===== src/rtl/sw_ctrl_fsm.sv =====
// Stopwatch/countdown front-panel controller: button sync, debounce, mode/run/lap FSM.
// Optional LAP_CNT_EN adds a saturating lap counter output.
module sw_ctrl_fsm #(
    parameter int DEB_CYCLES   = 250000,
    parameter int BLINK_CYCLES = 12500000,
    parameter int ALARM_CYCLES = 8
) (
    input  logic       mclk,
    input  logic       rst_n,
    input  logic [3:0] btn,
    input  logic       cd_zero,
    output logic       sw_run,
    output logic       sw_clr,
    output logic       lap,
    output logic       mode,
    output logic       cd_run,
    output logic       cd_load,
    output logic       alarm
`ifdef LAP_CNT_EN
    ,
    output logic [3:0] lap_cnt
`endif
);

    localparam int DEB_W   = (DEB_CYCLES > 1) ? $clog2(DEB_CYCLES) : 1;
    localparam int BLINK_W = (BLINK_CYCLES > 1) ? $clog2(BLINK_CYCLES) : 1;
    localparam int HALF_W  = (ALARM_CYCLES > 1) ? $clog2(ALARM_CYCLES) : 1;

    localparam logic [DEB_W-1:0]   DEB_MAX   = DEB_W'(DEB_CYCLES - 1);
    localparam logic [BLINK_W-1:0] BLINK_MAX = BLINK_W'(BLINK_CYCLES - 1);
    localparam logic [HALF_W-1:0]  HALF_MAX  = HALF_W'(ALARM_CYCLES - 1);

    typedef enum logic [3:0] {
        SW_IDLE,
        SW_RUN,
        SW_LAP,
        SW_LSTOP,
        SW_STOP,
        CD_IDLE,
        CD_RUN,
        CD_PAUSE,
        CD_DONE
    } state_t;

    logic [3:0]         r_sync1;
    logic [3:0]         r_sync2;
    logic [3:0]         r_deb;
    logic [3:0]         r_deb_q;
    logic [DEB_W-1:0]   r_deb_cnt [4];

    state_t             r_state;
    state_t             w_next;
    logic               w_clr;
    logic               w_load;

    logic [BLINK_W-1:0] r_blink_cnt;
    logic [HALF_W-1:0]  r_half_cnt;
    logic               w_half_end;
    logic               w_alarm_end;

    logic               r_sw_run;
    logic               r_sw_clr;
    logic               r_lap;
    logic               r_mode;
    logic               r_cd_run;
    logic               r_cd_load;
    logic               r_alarm;

    logic [3:0]         w_press;
    logic               w_ev_rst;
    logic               w_ev_mode;
    logic               w_ev_start;
    logic               w_ev_lap;

    always_ff @(posedge mclk or negedge rst_n) begin
        if (!rst_n) begin
            r_sync1 <= '0;
            r_sync2 <= '0;
        end else begin
            r_sync1 <= btn;
            r_sync2 <= r_sync1;
        end
    end

    // The level only moves after DEB_CYCLES consecutive disagreeing samples.
    always_ff @(posedge mclk or negedge rst_n) begin
        if (!rst_n) begin
            r_deb   <= '0;
            r_deb_q <= '0;
            for (int i = 0; i < 4; i++) begin
                r_deb_cnt[i] <= '0;
            end
        end else begin
            r_deb_q <= r_deb;
            for (int i = 0; i < 4; i++) begin
                if (r_sync2[i] == r_deb[i]) begin
                    r_deb_cnt[i] <= '0;
                end else if (r_deb_cnt[i] == DEB_MAX) begin
                    r_deb[i]     <= r_sync2[i];
                    r_deb_cnt[i] <= '0;
                end else begin
                    r_deb_cnt[i] <= r_deb_cnt[i] + DEB_W'(1);
                end
            end
        end
    end

    assign w_press    = r_deb & ~r_deb_q;
    assign w_ev_rst   = w_press[2];
    assign w_ev_mode  = w_press[3] & ~w_press[2];
    assign w_ev_start = w_press[0] & ~w_press[2] & ~w_press[3];
    assign w_ev_lap   = w_press[1] & ~w_press[2] & ~w_press[3] & ~w_press[0];

    assign w_half_end  = (r_blink_cnt == BLINK_MAX);
    assign w_alarm_end = w_half_end & (r_half_cnt == HALF_MAX);

    always_comb begin
        w_next = r_state;
        w_clr  = 1'b0;
        w_load = 1'b0;
        unique case (r_state)
            SW_IDLE: begin
                if (w_ev_start) begin
                    w_next = SW_RUN;
                end else if (w_ev_mode) begin
                    w_next = CD_IDLE;
                end
            end
            SW_RUN: begin
                if (w_ev_start) begin
                    w_next = SW_STOP;
                end else if (w_ev_lap) begin
                    w_next = SW_LAP;
                end
            end
            SW_LAP: begin
                if (w_ev_lap) begin
                    w_next = SW_RUN;
                end else if (w_ev_start) begin
                    w_next = SW_LSTOP;
                end
            end
            SW_LSTOP: begin
                if (w_ev_lap) begin
                    w_next = SW_STOP;
                end else if (w_ev_start) begin
                    w_next = SW_LAP;
                end else if (w_ev_rst) begin
                    w_next = SW_IDLE;
                    w_clr  = 1'b1;
                end
            end
            SW_STOP: begin
                if (w_ev_start) begin
                    w_next = SW_RUN;
                end else if (w_ev_rst) begin
                    w_next = SW_IDLE;
                    w_clr  = 1'b1;
                end else if (w_ev_mode) begin
                    w_next = CD_IDLE;
                end
            end
            CD_IDLE: begin
                if (w_ev_rst) begin
                    w_load = 1'b1;
                end else if (w_ev_start && !cd_zero) begin
                    w_next = CD_RUN;
                end else if (w_ev_mode) begin
                    w_next = SW_IDLE;
                end
            end
            CD_RUN: begin
                if (cd_zero) begin
                    w_next = CD_DONE;
                end else if (w_ev_start) begin
                    w_next = CD_PAUSE;
                end
            end
            CD_PAUSE: begin
                if (w_ev_start) begin
                    w_next = CD_RUN;
                end else if (w_ev_rst) begin
                    w_next = CD_IDLE;
                    w_load = 1'b1;
                end
            end
            CD_DONE: begin
                if (w_ev_start || w_ev_rst) begin
                    w_next = CD_IDLE;
                    w_load = 1'b1;
                end else if (w_ev_mode) begin
                    w_next = SW_IDLE;
                end else if (w_alarm_end) begin
                    w_next = CD_IDLE;
                    w_load = 1'b1;
                end
            end
            default: begin
                w_next = SW_IDLE;
            end
        endcase
    end

    // Outputs are decoded from the next state so every pin comes from a flop.
    always_ff @(posedge mclk or negedge rst_n) begin
        if (!rst_n) begin
            r_state   <= SW_IDLE;
            r_sw_run  <= 1'b0;
            r_sw_clr  <= 1'b0;
            r_lap     <= 1'b0;
            r_mode    <= 1'b0;
            r_cd_run  <= 1'b0;
            r_cd_load <= 1'b0;
        end else begin
            r_state   <= w_next;
            r_sw_run  <= (w_next == SW_RUN) || (w_next == SW_LAP);
            r_lap     <= (w_next == SW_LAP) || (w_next == SW_LSTOP);
            r_mode    <= (w_next == CD_IDLE) || (w_next == CD_RUN) ||
                         (w_next == CD_PAUSE) || (w_next == CD_DONE);
            r_cd_run  <= (w_next == CD_RUN);
            r_sw_clr  <= w_clr;
            r_cd_load <= w_load;
        end
    end

    always_ff @(posedge mclk or negedge rst_n) begin
        if (!rst_n) begin
            r_blink_cnt <= '0;
            r_half_cnt  <= '0;
            r_alarm     <= 1'b0;
        end else if (w_next != CD_DONE) begin
            r_blink_cnt <= '0;
            r_half_cnt  <= '0;
            r_alarm     <= 1'b0;
        end else if (r_state != CD_DONE) begin
            r_blink_cnt <= '0;
            r_half_cnt  <= '0;
            r_alarm     <= 1'b1;
        end else if (w_half_end) begin
            r_blink_cnt <= '0;
            r_alarm     <= ~r_alarm;
            if (r_half_cnt != HALF_MAX) begin
                r_half_cnt <= r_half_cnt + HALF_W'(1);
            end
        end else begin
            r_blink_cnt <= r_blink_cnt + BLINK_W'(1);
        end
    end

`ifdef LAP_CNT_EN
    logic [3:0] r_lap_cnt;

    always_ff @(posedge mclk or negedge rst_n) begin
        if (!rst_n) begin
            r_lap_cnt <= '0;
        end else if (w_clr) begin
            r_lap_cnt <= '0;
        end else if (r_state == SW_RUN && w_next == SW_LAP &&
                     r_lap_cnt != 4'hF) begin
            r_lap_cnt <= r_lap_cnt + 4'd1;
        end
    end

    assign lap_cnt = r_lap_cnt;
`endif

    assign sw_run  = r_sw_run;
    assign sw_clr  = r_sw_clr;
    assign lap     = r_lap;
    assign mode    = r_mode;
    assign cd_run  = r_cd_run;
    assign cd_load = r_cd_load;
    assign alarm   = r_alarm;

endmodule


===== config.mk =====
export PLATFORM = sky130hd
export DESIGN_NAME = sw_ctrl_fsm
export DESIGN_NICKNAME = d
export VERILOG_FILES = /design/src/rtl/sw_ctrl_fsm.sv
export SDC_FILE = /design/constraint.sdc
export NUM_CORES = 1
export LEC_CHECK = 0
export CAP_MARGIN = 30
export CORE_AREA = 5 5 104 106
export CTS_BUF_LIST = sky130_fd_sc_hd__clkbuf_4 sky130_fd_sc_hd__clkbuf_8
export CTS_CLUSTER_SIZE = 16
export DETAILED_ROUTE_END_ITERATION = 10
export DIE_AREA = 0 0 109 111
export MAX_ROUTING_LAYER = met4
export PLACE_DENSITY = 0.8
export SYNTH_ARGS = -nofsm -noshare
export SYNTH_HDL_FRONTEND = slang
export SYNTH_SLANG_ARGS = --single-unit

===== constraint.sdc =====
create_clock -name mclk -period 3.29 [get_ports mclk]
set_clock_uncertainty 0.1 [all_clocks]
set_input_delay 0.4935 -clock mclk [delete_from_list [all_inputs] [get_ports mclk]]
set_output_delay 0.4935 -clock mclk [all_outputs]
set_load 0.1 [all_outputs]

# == Word-level counts from Yosys, hierarchy flattened ==
# Cells that the tools add are included.
# totals
elab_cells,136
register_bits,126
out_inout_bits,7
# op_classes
addsub,6
n_eq_ne,28
mux,48
reduce_logical,16
bitwise_logic,17
# op_table
op,count
$mux W18,8
$mux W4,21
$add A18 B1 Y18 const B,4
$eq A18 B18 Y1 const B,4
$mux W24,3
$pmux W4 S9,1
$eq A4 B3 Y1 const B,7
$add A24 B1 Y24 const B,1
$eq A24 B24 Y1 const B,1
$eq A4 B2 Y1 const B,4
$mux W3,4
$reduce_and A2 Y1,5
$mux W1,9
$eq A4 B1 Y1 const B,2
$eq A4 B4 Y1 const B,2
$ne A4 B4 Y1 const B,2
$not A1 Y1,8
$and A1 B1 Y1,7
$logic_or A1 B1 Y1,6
$reduce_bool A3 Y1,2
$and A4 B4 Y4,1
$eq A1 B1 Y1,4
$logic_not A4 Y1,1
$not A4 Y4,1
other kinds (7),7

# == Logic depth before layout (Yosys ltp) ==
# depth
depth_word,13
depth_mapped,9
ltp_nobuf,7

# == Worst setup path before layout ==
# Ideal clock, no wire load.
# synth_timing
path_kind,register to register
startpoint,reg r_blink_cnt[7]
endpoint,"reg r_mode, in the netlist mode"
synth_period_minus_slack_ns,1.953
setup_slack_ns,1.337
arrival_time_ns,1.722
stages_incl_launch_ff,6
cell_sequence,dfrtp_1 nor4bb_1 nand4_1 nor4_4 a31oi_2 or3_1
# synth_between
elab_chain_cells,10
word_cells_on_any_way,13
cone_classes,5 x eq/ne; 4 x mux; 1 x bitwise; 3 x reduce/logical
# synth_rtl
element,line,text
"start, declared",56,logic [BLINK_W-1:0] r_blink_cnt;
"start signal, assigned",246,r_blink_cnt <= r_blink_cnt + BLINK_W'(1);
$eq A24 B24 Y1 (*),114,assign w_half_end = (r_blink_cnt == BLINK_MAX);
$and A1 B1 Y1 (*),115,assign w_alarm_end = w_half_end & (r_half_cnt == HALF_MAX);
$mux W4 (*),193,end else if (w_alarm_end) begin
$mux W4 (*),191,end else if (w_ev_mode) begin
$mux W4 (*),188,if (w_ev_start || w_ev_rst) begin
$pmux W4 S9 (*),121,unique case (r_state)
via w_next[3],52,state_t w_next;
$eq A4 B3 Y1,218,r_mode <= (w_next == CD_IDLE) || (w_next == CD_RUN) ||
$logic_or A1 B1 Y1 (2 in series),218,
$logic_or A1 B1 Y1 (*),219,(w_next == CD_PAUSE) || (w_next == CD_DONE);
"end signal, assigned",218,
"end, declared",64,logic r_mode;
# The timed path passes the listed nets; every way through them passes the cells marked *.
# A chain may end at the register's enable or synchronous reset.

# == Worst setup path in the final report ==
# layout_timing
startpoint,reg r_state[2]
endpoint,reg r_blink_cnt[18]
# layout_between
elab_chain_cells,6
word_cells_on_any_way,35
cone_classes,10 x eq/ne; 24 x mux; 1 x reduce/logical
# layout_rtl
element,line,text
"start, declared",51,state_t r_state;
"start signal, assigned",215,r_state <= w_next;
$mux W4 (on tied branches) (3 in series),n/a,
$pmux W4 S9,121,
$ne A4 B4 Y1,231,end else if (w_next != CD_DONE) begin
$mux W24 (*),231,
# Mark *: on every way between the ends. The rest lies on a longest branch, timed or not.

==> results.md <==
* Status: finished, final reports clean
* Die Wd at 109 microns
* Die Height at 111 microns
* Number of library cell types mapped by synthesis at 50
* CP Launch Type: flip-flop
* Post-route DRC at 0
* RSZ-0062 raised after global routing: false
* Synth top area cells: dfrtp_1 (53%), nor2_1 (8.2%), xnor2_1 (7.7%), xor2_1 (5.7%), nand3_1 (3.6%)
* Post-synth net total at 612
* Placed cell count at 727
* Gr ovfl total at 0
* CTS Buf Count at 17
* Post-route setup slack at 0.709 ns
* FP Rows at 36
* Final std cells w/o fill at 757
* Antenna violations before repair at 0
* Lkg Pwr at 2.83 nW
* Largest net degree at the start of global routing at 60
* Gr usage total at 0.200
* Clock Pin Slew Worst Setup and Hold Paths at 0.07 ns
* Root Driver: clkbuf_8
* Clock Tree Buf Depth at 2
* Design area at 6580 sq um
* Post-route ant nets at 0
* Share of the synthesized area in the top cell type at 0.526
* DR pass1 iterations at 5
* Die ar. at 12100 sq um
* Yosys warns at 0
* #FFs+latches synth at 126
* Final Slew Violations at 0
* EDFF count, synth at 0
* IO Port Bufs at 13
* Final period util at 0.785
* Sequential area share after synthesis at 0.526
* Endpoint type of the worst setup path: flip-flop
* Final critical-path required period at 2.58 ns
* Post-Syn Instances at 598
* R2r setup slk at 0.71 ns
* Setup_tns at 0 ns
* Fmax at 387 MHz
* Via count at 4200
* Vias in the first global route at 4248
* Max-cap viol count at 0
* Worst-Margin Slew at 0.971 ns
* Post-CTS setup buffers at 0
* Layout area overhead at 9.64%
* Critical path fanouts, max at 24
* Cts hold-fix bufs at 0
* Max rail drop VDD at 0.000301 V
* Routed len/inst at 14.1 microns
* Num Clock Sinks at 126
* Synthesized cell area at 6000 sq um
* Drt initial violations at 256
* Hold Path Class: input port to async pin
* Pre-CTS WS at 0.749 ns
* CTS tree: yes
* Post-Route WL at 10600 microns
* Worst EP required at 3.52 ns
* Synth area leader: dfrtp_1
* Htree depth at 4
* Clock Latency Late Sink at 0.43 ns
* Placer Congestion at 0.909
* Vias per inst at 5.55
* Post-synth top flop: dfrtp_1
* Nets at 627
* Final-report setup violation count at 0
* Initial core utilization at 0.619
* Core footprint at 9680 sq um
* Synth cell count leaders: nor2_1 (131), dfrtp_1 (126), xnor2_1 (53), nand3_1 (43), xor2_1 (39)
* Final Hold Vio Count at 0
* WP data arrival at 2.81 ns
* Syn_area_per_cell at 10.0 sq um
* Post-DP Area at 6200 sq um
* Final Util at 0.679
* Ant diodes at 0
* IO Count at 14
* First-pass GRT wire length at 19000 microns
* WHS at 0.0253 ns
* PostCTS Resize Cnt at 0
* Total power at 3.28 mW
* HPWL Detailed at 7220 microns
* Pwr Density at 499 nW/um^2
* Critical path class: flip-flop to flip-flop
* Layout cells sized above 1 at 0.0785
* Relative slew slack at 0.351
* Ys async rst share at 1.00
* Most common cell in the netlist: nor2_1
kinds of logic (layout without fill, tap and decap cells):
kind of cell,count (synthesis),count (layout),share of synthesized area
adders and majority gates,7,7,0.0146
and+or+nand+nor,304,304,0.254
xor gates and xnor gates,92,92,0.134
muxes,7,7,0.0127
AOI/OAI and AO/OA,26,26,0.0307
buffers and inverters,36,62,0.0277
DFF,126,126,0.526
sequential cells by signal, indices dropped and copies added (netlist names):
name / cells
r_deb: 4
r_deb_cnt: 72
mode: 1
cd_load: 1
alarm: 1
r_state: 4
lap: 1
r_sync1: 4
r_blink_cnt: 24
r_half_cnt: 3
r_deb_q: 4
cd_run: 1
sw_run: 1
r_sync2: 4
sw_clr: 1
layout by cell type (no fill, tap or decap), types with 2 or more instances in the layout:
cell             count
nand3b_1             5
xnor2_1             53
clkbuf_4             3
dfrtp_1            126
and2_1               2
mux2i_1              2
and3_1              12
clkinvlp_4           2
nand3_1             43
nand4_1             19
clkbuf_8            21
nor4b_1              6
o211ai_1             2
a21oi_1              8
clkdlybuf4s50_1      7
nor2_1             131
a211oi_1             3
nor4bb_1             2
nor3_1              12
clkinv_2             3
or3_1                3
and4_1               8
xor2_1              39
nor4_1               4
or4_1                4
nor2b_1             11
nand2_1             28
buf_4                7
nand2b_1             6
ha_1                 7
mux2_2               5
inv_1               17
path summary, 6_finish.rpt:
kind | cells past startpoint | startpoint | to
max in group asynchronous | 2 | rst_n | r_blink_cnt[14]
min in group mclk | 0 | r_sync1[0] | r_sync2[0]
min | 1 | rst_n | r_deb_cnt[8]
min reg2reg | 0 | r_sync1[0] | r_sync2[0]
max | 4 | r_state[2] | r_blink_cnt[18]
max reg2reg | 4 | r_state[2] | r_blink_cnt[18]
layout make-up:
| cell class | count | area, sq um |
|---|---|---|
| Sequential cell | 126 | 3150 |
| Fill cell | 747 | 3110 |
| Multi-Input combinational cell | 436 | 2680 |
| Clock buffer | 24 | 312 |
| Tap cell | 133 | 166 |
| Timing Repair Buffer | 15 | 143 |
| Inverter | 17 | 63.8 |
| Clock inverter | 6 | 60.1 |
worst max-delay path, stage by stage, from the launching register on:
cell and delay (ns):
dfrtp_1 0.53, or4b_4 0.61, nor4_2 0.37, nand2b_1 0.55, a21oi_1 0.31
routing by layer:
layer / vias up / GRT usage / wire [microns]
li1: 2046 / - / -
met1: 2036 / 0.253 / 4820
met2: 102 / 0.302 / 5170
met3: 16 / 0.0600 / 505
met4: 0 / 0.0749 / 146
met5: - / - / 0
power breakdown:
part | internal, mW | switching [mW] | leakage [nW] | total, mW
combinational | 0.112 | 0.254 | 0.907 | 0.367
sequential | 1.60 | 0.0770 | 1.73 | 1.67
clock | 0.690 | 0.553 | 0.191 | 1.24
total | 2.40 | 0.885 | 2.83 | 3.28
Power figures use the tool's default switching activity.
